<file path="src/rtl/regfile_dump.sv">
// Debug readback engine: walks a wrapping range of register-file addresses,
// captures each value and streams it out over a valid/ready handshake.
module regfile_dump #(
    parameter int DATA_W   = 16,
    parameter int NUM_REGS = 8,
    parameter int ADDR_W   = 3
) (
    input  logic                clk,
    input  logic                rst,
    input  logic                start,
    input  logic [ADDR_W-1:0]   first_reg,
    input  logic [ADDR_W:0]     count,
    output logic [ADDR_W-1:0]   rd_addr,
    input  logic [DATA_W-1:0]   rd_data,
    output logic                out_valid,
    input  logic                out_ready,
    output logic [DATA_W-1:0]   out_data,
    output logic [ADDR_W-1:0]   out_addr,
    output logic                out_last,
    output logic                busy,
    output logic                done
);

    localparam int CNT_W = ADDR_W + 1;
    localparam logic [CNT_W-1:0]  NUM_REGS_C  = CNT_W'(NUM_REGS);
    localparam logic [ADDR_W-1:0] LAST_ADDR_C = ADDR_W'(NUM_REGS - 1);

    typedef enum logic [1:0] {
        IDLE = 2'd0,
        READ = 2'd1,
        SEND = 2'd2,
        FIN  = 2'd3
    } state_t;

    state_t              state_r, state_nxt_s;
    logic [ADDR_W-1:0]   cur_addr_r, cur_addr_nxt_s;
    logic [CNT_W-1:0]    remaining_r, remaining_nxt_s;
    logic [CNT_W-1:0]    clamp_s;
    logic                capture_s;

    logic                out_valid_r;
    logic [DATA_W-1:0]   out_data_r;
    logic [ADDR_W-1:0]   out_addr_r;
    logic                out_last_r;
    logic                busy_r;
    logic                done_r;

    // Clamp the requested count to the size of the file.
    always_comb begin
        if (count > NUM_REGS_C) begin
            clamp_s = NUM_REGS_C;
        end else begin
            clamp_s = count;
        end
    end

    // Next-state, address walk and capture strobe.
    always_comb begin
        state_nxt_s     = state_r;
        cur_addr_nxt_s  = cur_addr_r;
        remaining_nxt_s = remaining_r;
        capture_s       = 1'b0;
        case (state_r)
            IDLE: begin
                if (start) begin
                    cur_addr_nxt_s  = first_reg;
                    remaining_nxt_s = clamp_s;
                    if (clamp_s == {CNT_W{1'b0}}) begin
                        state_nxt_s = FIN;
                    end else begin
                        state_nxt_s = READ;
                    end
                end else begin
                    state_nxt_s = IDLE;
                end
            end
            READ: begin
                capture_s   = 1'b1;
                state_nxt_s = SEND;
            end
            SEND: begin
                if (out_ready) begin
                    if (remaining_r == CNT_W'(1)) begin
                        state_nxt_s = FIN;
                    end else begin
                        // Out-of-range start addresses also fold back to 0 here.
                        if (cur_addr_r >= LAST_ADDR_C) begin
                            cur_addr_nxt_s = {ADDR_W{1'b0}};
                        end else begin
                            cur_addr_nxt_s = cur_addr_r + ADDR_W'(1);
                        end
                        remaining_nxt_s = remaining_r - CNT_W'(1);
                        state_nxt_s     = READ;
                    end
                end else begin
                    state_nxt_s = SEND;
                end
            end
            FIN: begin
                state_nxt_s = IDLE;
            end
            default: begin
                state_nxt_s = IDLE;
            end
        endcase
    end

    // Control state and registered status outputs, decoded from the next state.
    always_ff @(posedge clk or posedge rst) begin
        if (rst) begin
            state_r     <= IDLE;
            cur_addr_r  <= {ADDR_W{1'b0}};
            remaining_r <= {CNT_W{1'b0}};
            out_valid_r <= 1'b0;
            busy_r      <= 1'b0;
            done_r      <= 1'b0;
        end else begin
            state_r     <= state_nxt_s;
            cur_addr_r  <= cur_addr_nxt_s;
            remaining_r <= remaining_nxt_s;
            out_valid_r <= (state_nxt_s == SEND);
            busy_r      <= (state_nxt_s != IDLE);
            done_r      <= (state_nxt_s == FIN);
        end
    end

    // Beat holding register: loaded only on the READ edge, so it is a snapshot.
    always_ff @(posedge clk or posedge rst) begin
        if (rst) begin
            out_data_r <= {DATA_W{1'b0}};
            out_addr_r <= {ADDR_W{1'b0}};
            out_last_r <= 1'b0;
        end else if (capture_s) begin
            out_data_r <= rd_data;
            out_addr_r <= cur_addr_r;
            out_last_r <= (remaining_r == CNT_W'(1));
        end
    end

    assign rd_addr   = cur_addr_r;
    assign out_valid = out_valid_r;
    assign out_data  = out_data_r;
    assign out_addr  = out_addr_r;
    assign out_last  = out_last_r;
    assign busy      = busy_r;
    assign done      = done_r;

endmodule

</file>
<file path="config.mk">
export PLATFORM = sky130hd
export DESIGN_NAME = regfile_dump
export DESIGN_NICKNAME = d
export VERILOG_FILES = /design/src/rtl/regfile_dump.sv
export SDC_FILE = /design/constraint.sdc
export NUM_CORES = 1
export LEC_CHECK = 0
export BUFFER_PORTS_ARGS = -buffer_cell sky130_fd_sc_hd__clkbuf_2
export CAP_MARGIN = 5
export CELL_PAD_IN_SITES_DETAIL_PLACEMENT = 2
export CELL_PAD_IN_SITES_GLOBAL_PLACEMENT = 2
export CORE_MARGIN = 3
export CORE_UTILIZATION = 27
export CTS_BUF_LIST = sky130_fd_sc_hd__clkbuf_16
export CTS_CLUSTER_DIAMETER = 30
export DETAILED_ROUTE_END_ITERATION = 8
export PLACE_DENSITY_LB_ADDON = 0.1
export SYNTH_ARGS = -nofsm -noshare
export SYNTH_HDL_FRONTEND = slang
export SYNTH_SLANG_ARGS = --single-unit
</file>
<file path="constraint.sdc">
create_clock -name clk -period 1.8 [get_ports clk]
set_clock_uncertainty 0.15 [all_clocks]
set_input_delay 0.18 -clock clk [delete_from_list [all_inputs] [get_ports clk]]
set_output_delay 0.18 -clock clk [all_outputs]
set_load 0.02 [all_outputs]
</file>
# Yosys cells after proc, flatten, opt, wreduce, memory -nomap -nowiden
# Cells that the tools add are included.
# totals
ff_bits,32
input_bits,27
out_inout_bits,26
elab_cells,43
# classes
add_sub_neg,2
magnitude_cmp,2
eq_ne,9
mux,16
n_reduce_logical,5
# ops
op,count
$mux W4,4
$mux W3,4
$eq A2 B2 Y1 const B,4
$mux W2,4
$pmux W2 S4,1
$pmux W4 S2,1
$ne A2 B2 Y1 const B,3
$pmux W3 S2,1
$eq A4 B1 Y1 const B,1
$gt A4 B4 Y1 const B,1
$logic_not A4 Y1,1
$reduce_and A4 Y1,1
$reduce_bool A2 Y1,2
$sub A4 B1 Y4 const B,1
$add A3 B1 Y3 const B,1
$ge A3 B3 Y1 const B,1
$eq A2 B1 Y1 const B,1
$logic_not A2 Y1,1
$mux W1,1

# Longest topological paths before layout
# depth
ltp_word,7
mapped_depth,5
mapped_depth_nobuf,5

# Worst setup path before layout
# Ideal clock, no wire load.
# synth_path
path_type,reg2reg
from,register remaining_r[0]
to,register cur_addr_r[1] (netlist: rd_addr[1])
setup_ns,0.125
t_arrival_ns,1.451
t_required_ns,1.525
setup_slack_ns,0.074
stages_incl_launch_ff,5
path_buffers,0
synth_period_minus_slack_ns,1.726
path_cell_list,dfrtp_1 ha_1 nor3b_1 a211oi_2 mux2_2
# synth_via
elab_chain_len,3
# synth_lines
element,line_no,source
from (decl),37,"logic [CNT_W-1:0] remaining_r, remaining_nxt_s;"
from (signal assigned),113,remaining_r <= {CNT_W{1'b0}};
from (signal assigned),120,remaining_r <= remaining_nxt_s;
$eq A4 B1 Y1,83,if (remaining_r == CNT_W'(1)) begin
$ne A2 B2 Y1 (no line),-,
$reduce_and A4 Y1 (no line),-,
to (signal assigned),112,cur_addr_r <= {ADDR_W{1'b0}};
to (signal assigned),119,cur_addr_r <= cur_addr_nxt_s;
to (decl),36,"logic [ADDR_W-1:0] cur_addr_r, cur_addr_nxt_s;"
# Every way passes these cells.
# A chain may end at the register's enable or synchronous reset.

# Final worst setup path
# layout_path
from,register remaining_r[1]
to,register cur_addr_r[1] (netlist: rd_addr[1])
# The elaborated chain is that of the path after synthesis.

==> qor.yml <==
syn_nets: 146
io-pin-count: 53
power_w: 0.00394
clock-sinks: 32
gp_congestion: 0.729
final_nets: 216
p_clk_frac: 0.198
placementRows: 26
relSlewSlack: 0.660
synth.most_common_cell: "dfrtp_1"
async_flop_share: 1.00
seq_power_share: 0.334
port-buffer-count: 52
syn2layout_area_growth_pct: 45.0
post-place-ws_ps: -14.9
hold_path_depth: 2
ys_top_cells_by_area: "dfrtp_1 55%, mux2_2 16%, ha_1 3.5%"
synth_cells: 115
grt_start_max_net_pins: 33
synth.top_cell.area_share: 0.554
yosysSeqAreaShare: 0.554
holdPathEnd: "out_data[7]"
setup_viol: 0
h-tree-depth: 2
wl_per_cell_um: 17.3
num_vias: 1233
leakage_nw: 0.993
yosys.area.top_type: "dfrtp_1"
grt_overflow: 0
syn-cell-area_um2: 1450
comb_power_share: 0.468
clk_pin_slew_worst_paths_ps: 50
critical_path_class: "flop to flop"
synth_edf_count: 0
yosysWarnings: 0
finalCritPeriodShare: 0.946
finalSetupTns_ps: 0
drive_above_1_share: 0.495
cts_tree: "done"
grt_first_pass_wirelength_um: 7390
ys_top_cells_by_count: "32 x dfrtp_1, 20 x mux2_2, 7 x inv_1"
clk_latency_ps: 270
track_usage: 0.156
grt_setup_unrepaired: "true"
via_per_inst: 4.82
fmax_ghz: 0.587
rr_worst_depth: 5
synth.distinct_cells: 31
timing.rr.start: "remaining_r[1]"
reg2reg_slack_ps: 100
antenna_found_initial: 0
hold_class: "input pin to flop"
outcome: "complete, no violations"
tightest_slew_ps: 505
peakVddDrop_mv: 0.479
drcViolationCount: 0
drv_cap: 0
syn_area_per_cell_um2: 12.6
synth-main-ff-cell: "dfrtp_1"
first_pass_iters: 4
ys_ff_latch: 32
cp.arrival_ps: 1710
r2r_end: "rd_addr[1]"
crit_fanout: 4
initial_core_util: 0.281
dieArea_um2: 6270
start_kind: "flop"
layout_setup_ws_ps: 97.0
cp-end-kind: "flop"
clk_path_buf_depth: 2
hpwl_um: 3220
fp.dieW_um: 79.2
core_um2: 5140
hp-start: "rd_data[7]"
grt_pass1_vias: 1407
p_sw_w: 0.00154
switching_share: 0.392
required_ps: 1810
cts-root-buf: "clkbuf_16"
cts_buffers: 5
slew_viol_final: 0
p_per_area_nw_per_um2: 1880
hold_viol: 0
antenna_cells: 0
internal-power_w: 0.00239
drt_iter0_drc: 18
die_y_um: 79.2
routed_wl_um: 4430
drt.antenna.violating_nets: 0
layout_min_cycle_time_ps: 1700
postCtsSetupBuffers: 0
-- cells in the final DEF (no fill, tap or decap), types with 2 or more instances in the layout --
cell type / Yosys / layout
nor3b_1: 5 / 4
nand2_1: 2 / 2
nand2b_1: 3 / 3
mux2_2: 20 / 20
dlygate4sd3_1: 0 / 10
a32oi_1: 3 / 2
buf_4: 0 / 7
dfrtp_1: 32 / 32
a32o_1: 2 / 2
ha_1: 4 / 3
clkbuf_16: 0 / 5
nand3_1: 2 / 2
o22ai_1: 4 / 4
clkbuf_2: 0 / 52
a21oi_1: 3 / 3
o21ai_0: 5 / 5
inv_1: 7 / 9
-- power by group through the flow --
stage	Clock (W)	Combinational, W	Sequential [W]
after floorplan	0	0.000807	0.00163
after global placement	0	0.00175	0.00129
after detailed placement	0	0.00183	0.00132
after CTS	0.000802	0.00188	0.00132
after global routing	0.000840	0.00202	0.00138
final	0.000778	0.00184	0.00131
-- through the flow --
stage / instances / utilization / cell area [µm²] / hold WS [ps]
after CTS: 256 / 0.406 / 2090 / 3.75
after global routing: 256 / 0.408 / 2100 / 7.55
after global placement: 238 / 0.358 / 1840 / 121
after detailed placement: 238 / 0.358 / 1840 / 139
final: 256 / 0.408 / 2100 / 4.70
after floorplan: 115 / - / 1450 / 142
-- critical path, cell delays in order, from the launching register on --
cell,delay [ps]
dfrtp_1,330
inv_1,80
ha_2,190
nor3b_2,170
a211oi_2,290
mux2_2,370
-- kinds of logic (layout without fill, tap and decap cells) --
| logic type | Yosys count | in the layout | synth area share |
|---|---|---|---|
| buffers and inverters | 14 | 85 | 0.0381 |
| adder cells (fa/ha/maj) | 4 | 4 | 0.0346 |
| AO/OA/AOI/OAI | 23 | 23 | 0.112 |
| multiplexers | 21 | 21 | 0.163 |
| flip-flops | 32 | 32 | 0.554 |
| AND/OR/NAND/NOR | 21 | 21 | 0.0986 |
-- repair_timing --
action,in CTS,in global routing
setup endpoints to repair,2,4
pin swaps,0,1
gates resized for setup,3,2
endpoints found under the hold margin,41,0
hold buffers,10,0
-- how the worst max path moves through the flow --
stage | from | endpoint | slack (ps) | depth (start not counted)
2_1_floorplan | remaining_r[0] | rd_addr[1] | 70 | 4
3_3_place_gp | remaining_r[1] | rd_addr[2] | 90 | 5
3_5_place_dp | remaining_r[1] | remaining_r[0] | -10 | 5
4_1_cts | remaining_r[1] | rd_addr[1] | 20 | 5
5_1_grt | remaining_r[1] | rd_addr[1] | -0.5 | 5
6_report | remaining_r[1] | rd_addr[1] | 100 | 5
-- layout make-up --
cell class / instances / area [µm²]
Fill cell: 562 / 3040
Sequential cell: 32 / 801
Multi-Input combinational cell: 69 / 613
Timing Repair Buffer: 70 / 433
Clock buffer: 5 / 125
Tap cell: 70 / 87.6
Inverter: 7 / 26.3
Clock inverter: 3 / 11.3
-- layer usage --
layer | up-vias | global-route usage | part of all wire
met5 | - | 0 | 0
met1 | 628 | 0.182 | 0.42
li1 | 563 | - | -
met3 | 2 | 0.0442 | 0.056
met2 | 40 | 0.277 | 0.52
met4 | 0 | 0.0464 | 0.0043
-- sequential cells by signal, indices dropped and copies added (netlist names) --
| name | count |
|---|---|
| out_last | 1 |
| out_addr | 3 |
| remaining_r | 4 |
| out_data | 16 |
| busy | 1 |
| done | 1 |
| state_r | 2 |
| out_valid | 1 |
| rd_addr | 3 |
(Power assumes the default switching activity.)
